`config.mk`:
```
export PLATFORM = sky130hd
export DESIGN_NAME = mandelbrot_iter_ctrl
export DESIGN_NICKNAME = d
export VERILOG_FILES = /design/src/rtl/mandelbrot_iter_ctrl.sv
export SDC_FILE = /design/constraint.sdc
export NUM_CORES = 1
export LEC_CHECK = 0
export ABC_AREA = 1
export CAP_MARGIN = 5
export CORE_MARGIN = 4
export CORE_UTILIZATION = 44
export CTS_BUF_LIST = sky130_fd_sc_hd__clkbuf_8
export CTS_CLUSTER_SIZE = 40
export DETAILED_ROUTE_END_ITERATION = 16
export PLACE_DENSITY = 0.86
export SLEW_MARGIN = 20
export SYNTH_ARGS = -nofsm -noshare
export SYNTH_HDL_FRONTEND = slang
export SYNTH_SLANG_ARGS = --single-unit
```
`constraint.sdc`:
```
create_clock -name clk -period 2 [get_ports clk]
set_clock_uncertainty 0.1 [all_clocks]
set_input_delay 0.4 -clock clk [delete_from_list [all_inputs] [get_ports clk]]
set_output_delay 0.4 -clock clk [all_outputs]
set_load 0.005 [all_outputs]
```
`src/rtl/mandelbrot_iter_ctrl.sv`:
```
// Per-pixel Mandelbrot iteration sequencer: holds c and z, steps z through an
// external combinational ALU once per clock, and reports the iteration count.
module mandelbrot_iter_ctrl #(
  parameter int WIDTH      = 8,
  parameter int ITER_WIDTH = 6
) (
  input  logic                  clk,
  input  logic                  rst,
  input  logic                  in_valid,
  output logic                  in_ready,
  input  logic [WIDTH-1:0]      in_cr,
  input  logic [WIDTH-1:0]      in_ci,
  input  logic [ITER_WIDTH-1:0] in_max_iter,
  output logic [WIDTH-1:0]      alu_cr,
  output logic [WIDTH-1:0]      alu_ci,
  output logic [WIDTH-1:0]      alu_zr,
  output logic [WIDTH-1:0]      alu_zi,
  input  logic [WIDTH-1:0]      alu_out_zr,
  input  logic [WIDTH-1:0]      alu_out_zi,
  input  logic                  alu_size,
  input  logic                  alu_overflow,
  output logic                  out_valid,
  input  logic                  out_ready,
  output logic [ITER_WIDTH-1:0] out_iter,
  output logic                  out_escaped
);

  typedef enum logic [1:0] {
    S_IDLE = 2'd0,
    S_RUN  = 2'd1,
    S_DONE = 2'd2
  } state_t;

  state_t                r_state;
  state_t                w_state_next;
  logic [WIDTH-1:0]      r_cr;
  logic [WIDTH-1:0]      r_ci;
  logic [WIDTH-1:0]      r_zr;
  logic [WIDTH-1:0]      r_zi;
  logic [ITER_WIDTH-1:0] r_iter;
  logic [ITER_WIDTH-1:0] r_max;
  logic                  r_escaped;
  logic [ITER_WIDTH-1:0] w_iter_next;
  logic                  w_escape;
  logic                  w_accept;

  assign w_iter_next = r_iter + ITER_WIDTH'(1);
  assign w_escape    = alu_size | alu_overflow;
  assign w_accept    = (r_state == S_IDLE) && in_valid;

  // NOTE: sequential state uses non-blocking assignments so every register
  // samples the pre-edge values of its neighbours.
  always_ff @(posedge clk or posedge rst) begin
    if (rst) r_state <= S_IDLE;
    else     r_state <= w_state_next;
  end

  // NOTE: the default assignment first keeps this combinational block latch-free.
  always_comb begin
    w_state_next = r_state;
    case (r_state)
      S_IDLE: if (in_valid) w_state_next = (in_max_iter == '0) ? S_DONE : S_RUN;
      S_RUN:  if (w_escape || (w_iter_next == r_max)) w_state_next = S_DONE;
      S_DONE: if (out_ready) w_state_next = S_IDLE;
      default: w_state_next = S_IDLE;
    endcase
  end

  always_ff @(posedge clk or posedge rst) begin
    if (rst) begin
      r_cr      <= '0;
      r_ci      <= '0;
      r_zr      <= '0;
      r_zi      <= '0;
      r_iter    <= '0;
      r_max     <= '0;
      r_escaped <= 1'b0;
    end else if (w_accept) begin
      r_cr      <= in_cr;
      r_ci      <= in_ci;
      r_max     <= in_max_iter;
      r_zr      <= '0;
      r_zi      <= '0;
      r_iter    <= '0;
      r_escaped <= 1'b0;
    end else if (r_state == S_RUN) begin
      // An escaping z is kept as-is so the count reflects completed updates only.
      if (w_escape) begin
        r_escaped <= 1'b1;
      end else begin
        r_zr   <= alu_out_zr;
        r_zi   <= alu_out_zi;
        r_iter <= w_iter_next;
      end
    end
  end

  always_comb begin
    in_ready    = (r_state == S_IDLE);
    out_valid   = (r_state == S_DONE);
    out_iter    = r_iter;
    out_escaped = r_escaped;
    alu_cr      = r_cr;
    alu_ci      = r_ci;
    alu_zr      = r_zr;
    alu_zi      = r_zi;
  end

endmodule
```
After elaboration in Yosys (flattened, before gate mapping)
Index checks and enable logic that the tools add are counted.
- $mul: 0
- bitwise gates (word level): 1
- multiplexer cells: 17
- eq/ne operators: 7
- divide/modulo/power cells: 0
- $lt $le $gt $ge: 0
- reductions and logical operators: 9
- add/sub/neg operators: 1
- shift operators: 0
- operator list (cell ; number):
    $mux 8 ; 6
    $mux 6 ; 3
    $mux 2 ; 4
    $add 6x1->6 const B ; 1
    $eq 6x6->1 ; 1
    $logic_not 6->1 ; 1
    $pmux 2 s3 ; 1
    $ne 2x1->1 const B ; 2
    $ne 2x2->1 const B ; 2
    $reduce_and 2->1 ; 2
    $reduce_bool 2->1 ; 2
    $mux 1 ; 3
    $reduce_and 3->1 ; 1
    $eq 2x1->1 const B ; 1
    $eq 2x2->1 const B ; 1
    $logic_not 2->1 ; 1
    $logic_and 1x1->1 ; 1
    $logic_or 1x1->1 ; 1
    $or 1x1->1 ; 1
- input port bits: 44
- memories kept: 0
- bits in read-only memories: 0
- latch bits: 0
- register bits after elaboration: 47
- memory bits (writable): 0

Logic depth before layout (Yosys ltp)
Gate-level depths: netlist (run 1).
- depth in word-level cells: 5
- mapped depth: 12

Least setup slack after synthesis (run 1)
Ideal clock, no wire load.
- kind: register -> register
- start point: register r_iter[0] (netlist: out_iter[0])
- end point: register r_state[0]
- cell stages (with the launch flop): 12
- buffers on the path: 0
- library setup time: 0.121 ns
- arrival time: 1.289 ns
- path slack: 0.490 ns
- cell sequence: dfrtp_1 > ha_1 > nand2_2 > inv_1 > nand2_1 > nand2_1 > nand2_1 > nand2_1 > nor2_1 > nand3_1 > nand2_1 > o21ai_1
- word-level cells in the longest chain between the ends: 5
- ends and longest elaborated chain (element ; line ; source):
    start: declaration ; 40 ; logic [ITER_WIDTH-1:0] r_iter;
    start signal: assignment ; 93 ; r_iter <= w_iter_next;
    $add 6x1->6 ; 47 ; assign w_iter_next = r_iter + ITER_WIDTH'(1);
    $eq 6x6->1 ; 63 ; S_RUN: if (w_escape || (w_iter_next == r_max)) w_state_next = S_DONE;
    $logic_or 1x1->1 ; 63 ;
    $ne 2x2->1 (no source line) ; - ;
    $reduce_and 3->1 (no source line) ; - ;
    end signal: assignment ; 55 ; else r_state <= w_state_next;
    end: declaration ; 34 ; state_t r_state;
Every way passes these cells.
A chain may end at the register's enable or synchronous reset.

Worst setup path in the final report (run 1)
- start point: register r_state[1]
- end point: output in_ready
- word-level cells in the longest chain between the ends: 1
- ends and longest elaborated chain (element ; line ; source):
    $logic_not 2->1 ; 99 ; in_ready = (r_state == S_IDLE);
    end: declaration ; 10 ; output logic in_ready,
Every way passes these cells.

==> metrics.log, run 1 <==
INFO  metric crit_fanout = 4
INFO  metric effective_utilization_at_floorplan = a little under half
INFO  metric maxCapViolations = 0
INFO  metric report.final.setup_viol = 0
INFO  metric postRouteWirelength = just under 5 mm
INFO  metric clk_root_buffer_cell = sky130_fd_sc_hd__clkbuf_8
INFO  metric placement.setup.worst_slack = 0.0822 ns
INFO  metric run_status = complete, no violations
INFO  metric gr-max-usage-layer = met2
INFO  metric synth_top_cell_area_share = 57.4%
INFO  metric period_utilization_post_route = 95.5%
INFO  metric final-instance-count-excl-fill = 369
INFO  metric io_buffer_count = 84
INFO  metric yosys.area_share.xor_xnor = 0%
INFO  metric ys.warnings.count = 0
INFO  metric routed_vias_inst = between 4 and 5
INFO  metric synth_cell_types = 26
INFO  metric grt_first_pass_wirelength = roughly 8.5 mm
INFO  metric dr.pass1.iters = 4
INFO  metric final_layout_size_suffix_gt1_share = between 8 and 9%
INFO  metric ant_nets = 0
INFO  metric nets = 361
INFO  metric syn2layout_area_growth = 50.2%
INFO  metric floorplan.die_area = 5820 um^2
INFO  metric grt.met2_usage = 30.8%
INFO  metric dr_total_vias = ~1800
INFO  metric remaining_drc_errors = 0
INFO  metric finish.utilization = 69.3%
INFO  metric unrepaired_setup_endpoints_after_global_routing = no
INFO  metric hp-class = in -> async
INFO  metric netlist_instances = 226
INFO  metric ys_top_cells_by_area = sky130_fd_sc_hd__dfrtp_1, sky130_fd_sc_hd__nand2_1, sky130_fd_sc_hd__a22o_1, sky130_fd_sc_hd__inv_1, sky130_fd_sc_hd__nand3_1
INFO  metric layout_min_cycle_time = around 1.9 ns
INFO  metric dr.first_iter.drc_count = 54
INFO  metric grt.total_usage = 18.0%
INFO  metric async_reset_ff_share = between 90% and 100%
INFO  metric dp.final_hpwl = 3.89 mm
INFO  metric drv_slew = 0
INFO  metric finalPower = 3.90 mW
INFO  metric htree_num_levels = 2
INFO  metric synth_commonest_cells = sky130_fd_sc_hd__nand2_1, sky130_fd_sc_hd__dfrtp_1, sky130_fd_sc_hd__inv_1
INFO  metric clockBufferDepth = 2
INFO  metric synth_edf_count = 0
INFO  metric die_h = approximately 76 um
INFO  metric overflow = 0
INFO  metric vdd_ir_drop_max = 720 uV
INFO  metric clk_pin_slew_worst_paths = approximately 0.10 ns
INFO  metric data_required_critical_path = 1.50 ns
INFO  metric gp_congestion = 0.913
INFO  metric syn-num-nets = 271
INFO  metric timing_hold_violations_final = 0
INFO  metric fin_hold_ws = 0.259 ns
INFO  metric cts_inserted_buffers = 5
INFO  metric io_pins = 85
INFO  metric critical_path_at = 1.41 ns
INFO  metric measured_slew_at_the_worst_slew_check_pin = 0.315 ns
INFO  metric dp.cells = between 300 and 400
INFO  metric yosys.area_share.adder = 0.610%
INFO  metric floorplan.core_area = 4440 um^2
INFO  metric compound_gate_portion_of_the_synthesized_area = about an eighth
INFO  metric area_share_of_and_or_nand_nor_cells_after_synthesis = 23.4%
INFO  metric number_of_clock_sinks_seen_by_cts = 47
INFO  metric start_kind = flip-flop
INFO  metric grt_max_degree = 21
INFO  metric sum_neg_setup_slack = 0 ns
INFO  metric postLayoutSetupSlackWorst = 0.0893 ns
INFO  metric synth.yosys.seq_area_share = 57.4%
INFO  metric endpoint_kind = primary output
INFO  metric post_synth_mux_area_share = 0%
INFO  metric final_cell_area = 3080 um^2
INFO  metric rows = 24
INFO  metric syn-mean-instance-area = 9.07 um^2
INFO  metric post-synth-top-area-cell = sky130_fd_sc_hd__dfrtp_1
INFO  metric p_leak = around 1.5 nW
INFO  metric mappedNetlistArea = 2050 um^2
INFO  metric dpl-instance-area = 2960 um^2
INFO  metric global_route.usage.met3 = 6.15%
INFO  metric power-per-cell-area = between 1000 and 1500 nW/um^2
INFO  metric fmax = 0.523 GHz
INFO  metric worstSkewPairLatency = approximately 0.3 ns
INFO  metric n_fill_cell = 358
INFO  metric vias_in_the_first_global_route = 1900
INFO  metric tritoncts_clock_tree = yes
INFO  metric met1_usage = 21.2%
INFO  metric yosys.cell_count.top_type = sky130_fd_sc_hd__nand2_1
INFO  metric main_combinational_cell_family_by_area_after_synthesis = simple AND/OR/NAND/NOR gates
INFO  metric initial_antenna_violation_count = 0
INFO  metric n_antenna_cell = 0
INFO  metric relSlewSlack = 78.9%
INFO  metric die-width = approximately 76 um
INFO  metric timing_worst_setup_path_type = reg -> out
INFO  metric detail_route.wl_per_cell = between 10 and 15 um
INFO  metric synth_seq_cells = 47
INFO  metric ys_dominant_reg_cell = sky130_fd_sc_hd__dfrtp_1
-- layout make-up --
type,instances,area [um^2],share of cell area (%)
Multi-Input combinational cell,147,738,24.0
Timing Repair Buffer,89,881,28.6
Inverter,26,105,3.41
Clock inverter,3,46.3,1.50
Clock buffer,5,68.8,2.23
Sequential cell,47,1180,38.2
Tap cell,52,65.1,2.11
-- repair_timing --
action	CTS	global route
setup endpoints to repair	0	2
setup buffers	0	0
gates resized for setup	0	2
hold buffers	0	0
endpoints found under the hold margin	0	0
-- final timing paths --
path,start,to,slack (ns),cells after the start
max in group asynchronous,rst,r_state[0]$_DFFE_PP0P_,0.99,3
setup reg to reg,out_iter[1]$_DFFE_PP0P_,r_state[0]$_DFFE_PP0P_,0.28,11
setup / recovery,r_state[1]$_DFFE_PP0P_,in_ready,0.09,2
min in group clk,alu_cr[2]$_DFFE_PP0P_,alu_cr[2]$_DFFE_PP0P_,0.39,2
hold / removal,rst,alu_cr[1]$_DFFE_PP0P_,0.26,2
hold reg to reg,alu_cr[2]$_DFFE_PP0P_,alu_cr[2]$_DFFE_PP0P_,0.39,2
-- layer usage --
layer | vias to the layer above | wire length [um]
met5 | - | 0
met4 | 0 | 108
met3 | 10 | 338
met2 | 64 | 2380
met1 | 836 | 2110
li1 | 903 | -
-- registers in the layout (all words and copies together) (netlist names) --
| register | cells |
|---|---|
| r_state | 2 |
| alu_zr | 8 |
| alu_ci | 8 |
| out_escaped | 1 |
| out_iter | 6 |
| alu_cr | 8 |
| alu_zi | 8 |
| r_max | 6 |
-- where the power goes --
| group | switching, mW | total [mW] | internal (mW) |
|---|---|---|---|
| clock | 0.327 | 0.704 | 0.376 |
| combinational | 0.702 | 1.63 | 0.930 |
| sequential | 0.249 | 1.57 | 1.32 |
-- logic make-up after synthesis --
| logic type | after synthesis |
|---|---|
| AO/OA/AOI/OAI | 34 |
| AND/OR/NAND/NOR | 112 |
| adder cells (fa/ha/maj) | 1 |
| flip-flops | 47 |
| buffers and inverters | 32 |
-- worst max-delay path, stage by stage, from the launching register on --
cell,delay [ns]
sky130_fd_sc_hd__dfrtp_1,0.44
sky130_fd_sc_hd__nor2_4,0.14
sky130_fd_sc_hd__clkdlybuf4s50_1,0.53
-- layout by cell type (no fill, tap or decap), types with 2 or more instances in the layout --
master / synthesis / final
sky130_fd_sc_hd__clkdlybuf4s50_1: 0 / 83
sky130_fd_sc_hd__a22o_1: 16 / 16
sky130_fd_sc_hd__o21ai_1: 5 / 5
sky130_fd_sc_hd__nand3_1: 9 / 9
sky130_fd_sc_hd__dfrtp_1: 47 / 47
sky130_fd_sc_hd__clkbuf_8: 0 / 5
sky130_fd_sc_hd__buf_4: 1 / 5
sky130_fd_sc_hd__o22ai_1: 3 / 3
sky130_fd_sc_hd__inv_1: 21 / 20
sky130_fd_sc_hd__nor2_1: 10 / 10
sky130_fd_sc_hd__nand2_2: 2 / 2
sky130_fd_sc_hd__inv_2: 3 / 4
sky130_fd_sc_hd__o21ai_0: 6 / 6
sky130_fd_sc_hd__nand4_1: 2 / 2
sky130_fd_sc_hd__nand2_1: 83 / 83
sky130_fd_sc_hd__a21oi_1: 3 / 3
(Power assumes the default switching activity.)
==> inputs of run 2 (changes only) <==
--- a/config.mk
+++ b/config.mk
@@ -12,7 +12,7 @@
 export CTS_BUF_LIST = sky130_fd_sc_hd__clkbuf_8
 export CTS_CLUSTER_SIZE = 40
 export DETAILED_ROUTE_END_ITERATION = 16
-export PLACE_DENSITY = 0.86
+export PLACE_DENSITY = 0.91
 export SLEW_MARGIN = 20
 export SYNTH_ARGS = -nofsm -noshare
 export SYNTH_HDL_FRONTEND = slang
==> metrics.log, run 2 (synthesis gave the netlist of run 1 again) <==
INFO  metric layout_min_cycle_time = 1.92 ns
INFO  metric finalPower = 3.90 mW
INFO  metric vdd_ir_drop_max = about 700 uV
INFO  metric grt.total_usage = 17.6%
INFO  metric postRouteWirelength = 4.98 mm
INFO  metric drv_slew = 0
INFO  metric vias_in_the_first_global_route = 1836
INFO  metric hp-class = in -> async
INFO  metric worst_r2r_endpoint = r_state[1]$_DFFE_PP0P_
INFO  metric grt_first_pass_wirelength = 8.29 mm
INFO  metric detail_route.wl_per_cell = 13.5 um
INFO  metric critical-path-slowest-cell = sky130_fd_sc_hd__clkdlybuf4s50_1
INFO  metric final_cell_mix = sky130_fd_sc_hd__nand2_1, sky130_fd_sc_hd__clkdlybuf4s50_1, sky130_fd_sc_hd__dfrtp_1
INFO  metric worstSkewPairLatency = 0.30 ns
INFO  metric clockBufferDepth = 2
INFO  metric nets = 361
INFO  metric syn2layout_area_growth = 50.5%
INFO  metric endpoint_kind = primary output
INFO  metric overflow = 0
INFO  metric die_h = 76.3 um
INFO  metric critical-path-top-delay-family = buffers and inverters
INFO  metric timing_hold_violations_final = 0
INFO  metric clk_root_buffer_cell = sky130_fd_sc_hd__clkbuf_8
INFO  metric remaining_drc_errors = 0
INFO  metric worst_reg2reg_startpoint = out_iter[0]$_DFFE_PP0P_
INFO  metric ant_nets = 0
INFO  metric cts_inserted_buffers = 5
INFO  metric report.final.setup_viol = 0
INFO  metric unrepaired_setup_endpoints_after_global_routing = no
INFO  metric critical_path_at = 1.42 ns
INFO  metric floorplan.core_area = 4440 um^2
INFO  metric p_leak = 1.50 nW
INFO  metric critical_path.cell_chain = inv_1 > nor2_2 > clkdlybuf4s50_1
INFO  metric routed_vias_inst = 4.95
INFO  metric timing.critical_path.slowest_cell_delay = 0.53 ns
INFO  metric fmax = around 0.52 GHz
INFO  metric io_pins = 85
INFO  metric crit_fanout = 4
INFO  metric sum_neg_setup_slack = 0 ns
INFO  metric worst_r2r_path_depth = 12
INFO  metric final_layout_size_suffix_gt1_share = 9.46%
INFO  metric worstPathBufferInverterCount = 2
INFO  metric fin_hold_ws = 0.264 ns
INFO  metric relSlewSlack = 78.6%
INFO  metric cts.hold.buffers_added = 0
INFO  metric clk_pin_slew_worst_paths = 0.09 ns
INFO  metric period_utilization_post_route = a little over nine tenths
INFO  metric gp_congestion = 0.923
INFO  metric floorplan.die_area = about 5800 um^2
INFO  metric effective_utilization_at_floorplan = between 40% and 50%
INFO  metric timing_worst_setup_path_type = reg -> out
INFO  metric run_status = complete, no violations
INFO  metric power-per-cell-area = 1260 nW/um^2
INFO  metric reg2reg_setup_slack = 0.28 ns
INFO  metric dp.cells = 360
INFO  metric dp.final_hpwl = ~3.8 mm
INFO  metric dr.pass1.iters = 6
INFO  metric measured_slew_at_the_worst_slew_check_pin = 0.320 ns
INFO  metric grt_max_degree = 21
INFO  metric final-instance-count-excl-fill = 369
INFO  metric dr_total_vias = 1828
INFO  metric htree_num_levels = 2
INFO  metric initial_antenna_violation_count = 0
INFO  metric data_required_critical_path = roughly 1.5 ns
INFO  metric tritoncts_clock_tree = yes
INFO  metric io_buffer_count = 84
INFO  metric dr.first_iter.drc_count = 97
INFO  metric n_antenna_cell = 0
INFO  metric die-width = 76.3 um
INFO  metric start_kind = flip-flop
INFO  metric rows = 24
INFO  metric number_of_clock_sinks_seen_by_cts = 47
INFO  metric maxCapViolations = 0
[run 2: area by class of cell]
class	count	area [um^2]
clock inverters	3	46.3
repair buffers	89	881
flip-flops and latches	47	1180
inverters	26	105
well taps	52	65.1
multi-input cells	147	741
fillers	377	1360
clock buffers	5	68.8
[run 2: power breakdown]
part	total, mW	internal [mW]	switching (mW)
clock	0.702	0.376	0.325
combinational	1.62	0.929	0.689
sequential	1.58	1.32	0.257
[run 2: stage by stage]
stage / setup WS [ns] / cell area, um^2 / utilization [%]
final: 0.0792 / 3090 / 69.4
after global placement: 0.181 / 2950 / 66.4
after global routing: 0.0140 / 3090 / 69.4
after floorplan: 0.384 / 2050 / -
after detailed placement: 0.105 / 2950 / 66.4
after CTS: 0.0148 / 3070 / 69.0
[run 2: worst max-delay path by stage]
stage / startpoint / end / slack [ns] / cells after the start
after floorplan: rst / alu_ci[0]$_DFFE_PP0P_ / 0.38 / 1
after global placement: alu_overflow / out_iter[5]$_DFFE_PP0P_ / 0.18 / 7
after detailed placement: alu_overflow / out_iter[5]$_DFFE_PP0P_ / 0.11 / 7
after CTS: r_state[1]$_DFFE_PP0P_ / out_valid / 0.01 / 3
after global routing: r_state[1]$_DFFE_PP0P_ / out_valid / 0.01 / 3
final: r_state[1]$_DFFE_PP0P_ / out_valid / 0.08 / 3
[run 2: worst register-to-register path, stage by stage (launching register included)]
cell,delay [ns]
sky130_fd_sc_hd__dfrtp_1,0.54
sky130_fd_sc_hd__ha_1,0.28
sky130_fd_sc_hd__nand2_2,0.08
sky130_fd_sc_hd__inv_1,0.06
sky130_fd_sc_hd__nand2_1,0.06
sky130_fd_sc_hd__nand2_1,0.10
sky130_fd_sc_hd__nand2_1,0.06
sky130_fd_sc_hd__nand2_1,0.05
sky130_fd_sc_hd__nor2_1,0.03
sky130_fd_sc_hd__nand3_1,0.07
sky130_fd_sc_hd__nand2_1,0.07
sky130_fd_sc_hd__nand3_1,0.07
sky130_fd_sc_hd__nand2_1,0.05
[run 2: timing repair]
item / CTS / global route
endpoints found under the setup margin: 0 / 2
gates resized for setup: 0 / 5
buffers inserted: 0 / 1
[run 2: layer usage]
layer / GRT usage (%) / part of all wire, % / vias to the layer above
li1: - / - / 907
met1: 19.5 / 41 / 854
met2: 31.9 / 51 / 59
met3: 6.03 / 6.6 / 8
met4: 4.89 / 1.2 / 0
met5: 0 / 0 / -
==> inputs of run 3 (changes only) <==
--- a/config.mk
+++ b/config.mk
@@ -12,6 +12,7 @@
 export CTS_BUF_LIST = sky130_fd_sc_hd__clkbuf_8
 export CTS_CLUSTER_SIZE = 40
 export DETAILED_ROUTE_END_ITERATION = 16
+export HOLD_SLACK_MARGIN = 0.08
 export PLACE_DENSITY = 0.91
 export SLEW_MARGIN = 20
 export SYNTH_ARGS = -nofsm -noshare
==> results of run 3 <==
Final layout, timing and power as in run 2 (identical DEF).
